[config.mk]
export PLATFORM = sky130hd
export DESIGN_NAME = mem_region_router
export DESIGN_NICKNAME = d
export VERILOG_FILES = /design/src/rtl/mem_region_pkg.sv /design/src/rtl/rsp_id_fifo.sv /design/src/rtl/mem_region_router.sv
export SDC_FILE = /design/constraint.sdc
export NUM_CORES = 1
export LEC_CHECK = 0
export CAP_MARGIN = 20
export CORE_AREA = 2 2 147 149
export CTS_CLUSTER_DIAMETER = 60
export CTS_CLUSTER_SIZE = 12
export DETAILED_ROUTE_END_ITERATION = 10
export DIE_AREA = 0 0 149 151
export PLACE_DENSITY = 0.68
export SETUP_SLACK_MARGIN = 0.4
export SLEW_MARGIN = 20
export SYNTH_ARGS = -nofsm -noshare
export SYNTH_HDL_FRONTEND = slang
export SYNTH_SLANG_ARGS = --single-unit
[constraint.sdc]
create_clock -name clk_i -period 9.87 [get_ports clk_i]
set_input_delay 1.974 -clock clk_i [delete_from_list [all_inputs] [get_ports clk_i]]
set_output_delay 1.974 -clock clk_i [all_outputs]
set_load 0.05 [all_outputs]
[src/rtl/mem_region_pkg.sv]
// Shared types, default region table and decode helper for the memory region router.
package mem_region_pkg;

  localparam int unsigned REGION_AW           = 32;
  localparam int unsigned NUM_DEFAULT_REGIONS = 4;
  localparam int unsigned HIT_CALC_W          = 64;

  typedef struct packed {
    logic [REGION_AW-1:0] base;
    logic [REGION_AW-1:0] len;
  } region_t;

  localparam region_t ITCM_REGION   = '{base: 32'h0000_0000, len: 32'h0000_2000};
  localparam region_t DTCM_REGION   = '{base: 32'h0001_0000, len: 32'h0000_8000};
  localparam region_t CSR_REGION    = '{base: 32'h0003_0000, len: 32'h0001_0000};
  localparam region_t EXTMEM_REGION = '{base: 32'h2000_0000, len: 32'h0040_0000};

  // Index 0 is the least significant slice, so the concatenation lists the last region first.
  localparam logic [NUM_DEFAULT_REGIONS-1:0][REGION_AW-1:0] DEFAULT_REGION_BASE =
    {EXTMEM_REGION.base, CSR_REGION.base, DTCM_REGION.base, ITCM_REGION.base};
  localparam logic [NUM_DEFAULT_REGIONS-1:0][REGION_AW-1:0] DEFAULT_REGION_LEN =
    {EXTMEM_REGION.len, CSR_REGION.len, DTCM_REGION.len, ITCM_REGION.len};

  // Range check for any address width up to HIT_CALC_W; one extra bit lets a region end at the top of memory.
  function automatic logic region_hit(input logic [HIT_CALC_W-1:0] addr,
                                      input logic [HIT_CALC_W-1:0] base,
                                      input logic [HIT_CALC_W-1:0] len);
    logic [HIT_CALC_W:0] lim;
    lim = {1'b0, base} + {1'b0, len};
    return ({1'b0, addr} >= {1'b0, base}) && ({1'b0, addr} < lim);
  endfunction

endpackage

[src/rtl/rsp_id_fifo.sv]
// Synchronous FIFO holding the target ID of each outstanding request, in issue order.
module rsp_id_fifo #(
  parameter int unsigned WIDTH = 3,
  parameter int unsigned DEPTH = 4
) (
  input  logic             clk,
  input  logic             rst_n,
  input  logic             push,
  input  logic [WIDTH-1:0] wdata,
  input  logic             pop,
  output logic [WIDTH-1:0] rdata_c,
  output logic             full_c,
  output logic             empty_c
);

  localparam int unsigned PTR_W = $clog2(DEPTH);

  logic [WIDTH-1:0] mem [DEPTH];
  logic [PTR_W:0]   wr_ptr;
  logic [PTR_W:0]   rd_ptr;
  logic             do_push;
  logic             do_pop;

  assign full_c  = (wr_ptr[PTR_W] != rd_ptr[PTR_W]) && (wr_ptr[PTR_W-1:0] == rd_ptr[PTR_W-1:0]);
  assign empty_c = (wr_ptr == rd_ptr);
  assign do_push = push && !full_c;
  assign do_pop  = pop && !empty_c;
  assign rdata_c = mem[rd_ptr[PTR_W-1:0]];

  // Pointer update; a push into a full FIFO is dropped even if a pop happens alongside.
  always_ff @(posedge clk) begin
    if (!rst_n) begin
      wr_ptr <= '0;
      rd_ptr <= '0;
    end else begin
      if (do_push) wr_ptr <= wr_ptr + (PTR_W+1)'(1);
      if (do_pop)  rd_ptr <= rd_ptr + (PTR_W+1)'(1);
    end
  end

  // Storage write.
  always_ff @(posedge clk) begin
    if (do_push) mem[wr_ptr[PTR_W-1:0]] <= wdata;
  end

endmodule

[src/rtl/mem_region_router.sv]
// Address decode and in-order request/response routing from one host port to NUM_REGIONS targets.
module mem_region_router
  import mem_region_pkg::*;
#(
  parameter int unsigned NUM_REGIONS     = NUM_DEFAULT_REGIONS,
  parameter int unsigned ADDR_W          = 32,
  parameter int unsigned DATA_W          = 32,
  parameter int unsigned MAX_OUTSTANDING = 4,
  parameter logic [NUM_REGIONS-1:0][ADDR_W-1:0] REGION_BASE = DEFAULT_REGION_BASE,
  parameter logic [NUM_REGIONS-1:0][ADDR_W-1:0] REGION_LEN  = DEFAULT_REGION_LEN
) (
  input  logic                          clk_i,
  input  logic                          rst_ni,
  input  logic                          req_valid_i,
  output logic                          req_ready_o,
  input  logic [ADDR_W-1:0]             req_addr_i,
  input  logic                          req_we_i,
  input  logic [DATA_W-1:0]             req_wdata_i,
  input  logic [DATA_W/8-1:0]           req_be_i,
  output logic                          rsp_valid_o,
  input  logic                          rsp_ready_i,
  output logic [DATA_W-1:0]             rsp_rdata_o,
  output logic                          rsp_err_o,
  output logic [NUM_REGIONS-1:0]        tgt_req_valid_o,
  input  logic [NUM_REGIONS-1:0]        tgt_req_ready_i,
  output logic [ADDR_W-1:0]             tgt_addr_o,
  output logic                          tgt_we_o,
  output logic [DATA_W-1:0]             tgt_wdata_o,
  output logic [DATA_W/8-1:0]           tgt_be_o,
  input  logic [NUM_REGIONS-1:0]        tgt_rsp_valid_i,
  output logic [NUM_REGIONS-1:0]        tgt_rsp_ready_o,
  input  logic [NUM_REGIONS*DATA_W-1:0] tgt_rsp_rdata_i,
  input  logic [NUM_REGIONS-1:0]        tgt_rsp_err_i,
  output logic [15:0]                   err_count_o,
  output logic [ADDR_W-1:0]             last_err_addr_o
);

  localparam int unsigned ID_W   = $clog2(NUM_REGIONS + 1);
  localparam logic [ID_W-1:0] ERR_ID = ID_W'(NUM_REGIONS);

  logic              hit;
  logic [ID_W-1:0]   hit_idx;
  logic [ADDR_W-1:0] hit_base;
  logic              fifo_full;
  logic              fifo_empty;
  logic [ID_W-1:0]   head_id;
  logic [ID_W-1:0]   push_id;
  logic              push;
  logic              pop;
  logic              load;
  logic [DATA_W-1:0] nxt_rdata;
  logic              nxt_err;

  // Region decode; scanning from the top down leaves the lowest matching index in place.
  always_comb begin
    hit      = 1'b0;
    hit_idx  = '0;
    hit_base = '0;
    for (int i = int'(NUM_REGIONS) - 1; i >= 0; i--) begin
      if (region_hit(HIT_CALC_W'(req_addr_i), HIT_CALC_W'(REGION_BASE[i]), HIT_CALC_W'(REGION_LEN[i]))) begin
        hit      = 1'b1;
        hit_idx  = ID_W'(i);
        hit_base = REGION_BASE[i];
      end
    end
  end

  // Request steering; misses are accepted locally and tagged with the error ID.
  always_comb begin
    req_ready_o     = !fifo_full;
    tgt_req_valid_o = '0;
    push_id         = ERR_ID;
    if (hit) begin
      push_id = hit_idx;
      for (int i = 0; i < int'(NUM_REGIONS); i++) begin
        if (hit_idx == ID_W'(i)) begin
          tgt_req_valid_o[i] = req_valid_i && !fifo_full;
          req_ready_o        = tgt_req_ready_i[i] && !fifo_full;
        end
      end
    end
  end

  assign push        = req_valid_i && req_ready_o;
  assign tgt_addr_o  = req_addr_i - hit_base;
  assign tgt_we_o    = req_we_i;
  assign tgt_wdata_o = req_wdata_i;
  assign tgt_be_o    = req_be_i;

  // Response selection: only the target at the FIFO head may hand over data.
  always_comb begin
    load            = !rsp_valid_o || rsp_ready_i;
    tgt_rsp_ready_o = '0;
    pop             = 1'b0;
    nxt_rdata       = '0;
    nxt_err         = 1'b1;
    if (!fifo_empty) begin
      if (head_id == ERR_ID) begin
        pop = load;
      end else begin
        for (int i = 0; i < int'(NUM_REGIONS); i++) begin
          if (head_id == ID_W'(i)) begin
            tgt_rsp_ready_o[i] = load;
            pop                = load && tgt_rsp_valid_i[i];
            nxt_rdata          = tgt_rsp_rdata_i[i*DATA_W +: DATA_W];
            nxt_err            = tgt_rsp_err_i[i];
          end
        end
      end
    end
  end

  // Host response register.
  always_ff @(posedge clk_i) begin
    if (!rst_ni) begin
      rsp_valid_o <= 1'b0;
      rsp_rdata_o <= '0;
      rsp_err_o   <= 1'b0;
    end else if (load) begin
      rsp_valid_o <= pop;
      if (pop) begin
        rsp_rdata_o <= nxt_rdata;
        rsp_err_o   <= nxt_err;
      end
    end
  end

  // Decode error statistics.
  always_ff @(posedge clk_i) begin
    if (!rst_ni) begin
      err_count_o     <= '0;
      last_err_addr_o <= '0;
    end else if (push && !hit) begin
      if (err_count_o != 16'hFFFF) err_count_o <= err_count_o + 16'd1;
      last_err_addr_o <= req_addr_i;
    end
  end

  rsp_id_fifo #(
    .WIDTH (ID_W),
    .DEPTH (MAX_OUTSTANDING)
  ) u_id_fifo (
    .clk     (clk_i),
    .rst_n   (rst_ni),
    .push    (push),
    .wdata   (push_id),
    .pop     (pop),
    .rdata_c (head_id),
    .full_c  (fifo_full),
    .empty_c (fifo_empty)
  );

endmodule

Word level (Yosys, flattened, before mapping)
Memory sizes are Yosys's and may differ from the RTL's. A register that Yosys moved wholly into a read port is not among the register bits.
Cells that the tools add are included.

cells by class
  add/subtract/negate cells = 4
  reduce and logical (&&, ||, !) cells = 26
  magnitude comparators = 7
  mux-type cells = 51
  equality and inequality tests = 11

operator list
  kind                                                                                    count
  32-bit 2-to-1 mux                                                                       9
  32-bit by 17-bit greater-or-equal comparator with 1-bit output (second input constant)  1
  32-bit by 18-bit greater-or-equal comparator with 1-bit output (second input constant)  1
  32-bit by 30-bit greater-or-equal comparator with 1-bit output (second input constant)  1
  32-bit by 14-bit less-than comparator with 1-bit output (second input constant)         1
  32-bit by 17-bit less-than comparator with 1-bit output (second input constant)         1
  32-bit by 19-bit less-than comparator with 1-bit output (second input constant)         1
  32-bit by 30-bit less-than comparator with 1-bit output (second input constant)         1
  32-bit subtractor                                                                       1
  1-bit 2-to-1 mux                                                                        31
  30-bit 2-to-1 mux                                                                       1
  1-bit logical AND                                                                       17
  16-bit by 1-bit adder with 16-bit output (second input constant)                        1
  16-bit inequality test (second input constant)                                          1
  3-bit by 2-bit equality test with 1-bit output (second input constant)                  4
  3-bit 2-to-1 mux                                                                        4
  4-bit 2-to-1 mux                                                                        3
  3-bit by 1-bit adder with 3-bit output (second input constant)                          2
  3-bit by 1-bit equality test with 1-bit output (second input constant)                  2
  3-bit zero test                                                                         2
  2-bit 2-to-1 mux                                                                        3
  1-bit zero test                                                                         4
  2-bit AND reduction                                                                     2
  3-bit equality test                                                                     1
  other kinds (4)                                                                         4

storage, ports and cells
  RAM bits = 12
  output and inout port bits = 160
  logic and storage cells = 107
  memories = 1
  input bits = 213
  register bits = 88

memory list
  memory         words  width  read ports  clocked after memory_dff  write ports  line               text
  u_id_fifo.mem  4      3      1           1                         1            rsp_id_fifo.sv:18  logic [WIDTH-1:0] mem [DEPTH];

Logic depth before layout (Yosys ltp)
  word-level depth = 16
  gate-level depth with buffers = 11
  depth with buffers taken out = 10

Hierarchy
From an unflattened synthesis, not the netlist that was laid out.

unflattened totals
  cells, all modules = 658
  area total of the unflattened synthesis = 6307.3 um^2

modules (own cells, without submodules)
  module             times used  seq. area each (um^2)  area each (um^2)  cells each
  mem_region_router  1           1641.6                 5305.1            575
  rsp_id_fifo        1           520.5                  1002.2            83

Least setup slack after synthesis
OpenSTA, ideal clock, no wires.

  kind = in2out
  start = input req_addr_i[18]
  end = output tgt_addr_o[31]
  path buffers = 1
  cell stages on the path = 10
  arrival time = 4.857 ns
  required time = 7.896 ns
  setup slack = 3.039 ns
  cell sequence = or4_1 > buf_2 > nor4_4 > nand2_1 > ha_1 > a21o_1 > nor2b_1 > nand2_1 > a211oi_1 > xor2_1

on the way
  cells in the longest elaborated chain, start to end = 7

ends and longest elaborated chain
  element                                                                                                                                    line                     text
  from (decl)                                                                                                                                mem_region_router.sv:16  input logic [ADDR_W-1:0] req_addr_i,
  32-bit by 30-bit greater-or-equal comparator with 1-bit output or 32-bit by 30-bit less-than comparator with 1-bit output (tied branches)  mem_region_pkg.sv:30     return ({1'b0, addr} >= {1'b0, base}) && ({1'b0, addr} < lim);
  1-bit logical AND                                                                                                                          mem_region_pkg.sv:30
  30-bit 2-to-1 mux                                                                                                                          mem_region_router.sv:60  if (region_hit(HIT_CALC_W'(req_addr_i), HIT_CALC_W'(REGION_BASE[i]), HIT_CALC_W'(REGION_LEN[i]))) begin
  32-bit 2-to-1 mux (3 in a row)                                                                                                             mem_region_router.sv:60
  32-bit subtractor *                                                                                                                        mem_region_router.sv:85  assign tgt_addr_o = req_addr_i - hit_base;
  to (decl)                                                                                                                                  mem_region_router.sv:26  output logic [ADDR_W-1:0] tgt_addr_o,

Every way passes the cells marked *; elsewhere a longest branch is shown, timed or not.

Final worst setup path
Same ends and word-level chain as after synthesis.

==> flow_summary.ini <==
[outcome]
status = finished, final reports clean

[timing]
worstMarginPinSlew_ns = 1.11
fmax_mhz = 125
setup_violations = 0
fin_skew_ns = 0.0132
max_slew_margin = 0.260
rsz0062_at_grt = no
post-route-period-util = 0.809
hold_viol = 0
drv_slew = 0
fin_crit_ns = 7.99
whs_ns = 0.456
fin_tns_setup_ns = 0

[floorplanning]
initial_core_util = 0.277
die_h_um = 151
die_area_um2 = 22500
rows = 53
ios = 373
die_w_um = 149
core_area_um2 = 20800

[clocking]
numClockSinks = 102
cts_inserted_buffers = 9
cts_setup_buffers = 0
cts_tree = built
ctsResizeCount = 0
htree_num_levels = 3
root_buffer = clkbuf_16
clk_latency_ns = 0.35
postCtsHoldBufs = 0
cts_max_path_buffers = 2
clk_pin_slew_worst_paths_ns = 0.07

[final_layout]
final_nets = 1120
drive_gt1_frac = 0.0654
final_common_cell = clkdlybuf4s50_1
fin_area_um2 = 8860
post-route-util = 0.426
layout_common_cells = 297 x clkdlybuf4s50_1, 94 x nand2_1, 90 x dfxtp_1, 44 x nand3_1, 43 x a21oi_1
areaGrowthSynthToFinish_pct = 53.5
fill_cells = 2119

[route]
first_pass_iters = 4
drc_errors = 0
drt_wl_total_um = 21000
vias = 5775
vias_per_cell = 4.90
wl_per_cell_um = 17.8
ant_nets = 0
first_iter_violations = 260

[placed_design]
postPlaceCellArea_um2 = 8560
io_buffers = 298
place_hpwl_um = 15900
place.gp.congestion = 0.851

[yosys]
netlist.top_cell.by_area = dfxtp_1
syn_area_um2 = 5770
synthCells = 677
syn-num-nets = 900
synthTopCellsByArea = dfxtp_1 31%, buf_4 7.2%, edfxtp_1 6.2%, nand2_1 6.2%, nand3_1 3.8%
seq_area_frac_synth = 0.375
synth_edf_count = 12
ys_warn_count = 0
async_flop_share = 0
synth.top_cell.area_share = 0.312
synth_cell_types = 55
synth_flop_cell = dfxtp_1
syn_area_per_cell_um2 = 8.53
ys_ff_latch = 102

[global_routing]
grt_usage = 0.183
grt.overflow.total = 0
antenna_found_initial = 1
grt_max_degree = 68
grt_pass1_vias = 5808
grt_pass1_wl_um = 32000

[setup_path]
end_kind = output pin
slowest_delay_ns = 0.85
cp_top_family = simple AND/OR/NAND/NOR gates
crit_slowest_cell = clkdlybuf4s50_1
cp.arrival_ns = 6.01
worstPathRequired_ns = 7.90
path_max_fanout = 6
critical_path_class = primary input to output pin
path_buf_inv = 2
crit_chain = clkdlybuf4s50_1 > or4_1 > nor4_4 > nand2_1 > ha_1 > a21o_1 > nor2b_1 > nand2_1 > a211oi_1 > xor2_1 > clkdlybuf4s50_1
critPathLaunchType = primary input

[run]
drv_cap = 0

[hold_path]
hold_class = register to register

[pwr]
switching_share = 0.360
p_comb_frac = 0.349
p_per_area_nw_per_um2 = 141
intPower_mw = 0.798
switchingPower_mw = 0.450
leakagePower_nw = 3.10
ir_drop_v = 0.0000711
clkPwrFrac = 0.287
p_total_mw = 1.25
seqPwrFrac = 0.365
-- metal layers --
metal,routed length [um],vias up,GRT usage
met1,8390,2684,0.209
met4,255,0,0.0471
li1,-,2801,-
met2,10100,270,0.320
met3,2210,20,0.0720
met5,0,-,0
-- tightest hold or removal path: stages, from the launching register on --
cell	delay, ns
dfxtp_1	0.31
nand2_1	0.05
a21oi_1	0.05
-- registers in the layout (all words and copies together), names as in the netlist, named ones only --
register,flops
u_id_fifo.rd_ptr,3
rsp_err_o,1
err_count_o,16
rsp_valid_o,1
last_err_addr_o,32
u_id_fifo.wr_ptr,3
u_id_fifo.mem,12
rsp_rdata_o,32
-- worst paths after layout --
kind	startpoint	to	slack, ns	cells past startpoint
worst min-delay path	last_err_addr_o[8]	last_err_addr_o[8]	0.46	2
worst max-delay path	req_addr_i[18]	tgt_addr_o[31]	1.88	11
worst min register to register	last_err_addr_o[8]	last_err_addr_o[8]	0.46	2
worst max register to register	register	rsp_err_o	6.98	8
-- through the flow --
step / setup WS, ns / cells
2_1_floorplan: 3.04 / 677
3_3_place_gp: 1.96 / 1161
3_5_place_dp: 1.90 / 1161
4_1_cts: 1.90 / 1177
5_1_grt: 1.60 / 1178
6_report: 1.88 / 1178
-- cells by family (layout without fill, tap and decap cells) --
group,Yosys count,in the layout,share of synthesized area
compound gates,156,156,0.171
xor+xnor,23,23,0.0349
fa+ha+maj,10,10,0.0230
buf+inv,114,339,0.113
flops,102,102,0.375
mux,34,34,0.0804
other cells,0,1,0
simple gates,238,238,0.203
-- cells in the mapped netlist (6+ instances only) --
cell type  instances
nand2_1           96
nand3_1           44
xor2_1            16
ha_1               9
inv_1             17
nand2b_1          13
xnor2_1            7
nor2_1            22
a21oi_1           43
o221ai_1           8
o21ai_0           28
nor2b_1           13
clkbuf_1          23
nor3_1            10
nand4_1            8
o31ai_1           27
edfxtp_1          12
buf_4             55
or3_1             10
mux2i_1            7
buf_2             14
and2_1             6
dfxtp_1           90
a211oi_1          11
mux2_2            19
mux4_2             8
o22ai_1           19
-- final cells by class --
class / instances / area, um2 / share of cell area
flip-flops and latches: 102 / 2160 / 0.244
well taps: 275 / 344 / 0.0388
clock inverters: 6 / 62.6 / 0.00706
diodes: 1 / 2.50 / 0.000282
clock buffers: 10 / 229 / 0.0258
repair buffers: 305 / 3030 / 0.342
inverters: 18 / 67.6 / 0.00762
multi-input cells: 461 / 2960 / 0.334
-- power by group through the flow --
stage / Clock [mW] / Sequential [mW] / Combinational [mW]
after floorplan: 0 / 0.518 / 0.261
after global placement: 0 / 0.464 / 0.434
after detailed placement: 0 / 0.465 / 0.435
after CTS: 0.374 / 0.455 / 0.437
after global routing: 0.389 / 0.458 / 0.466
final: 0.358 / 0.455 / 0.435
Power figures use the tool's default switching activity.
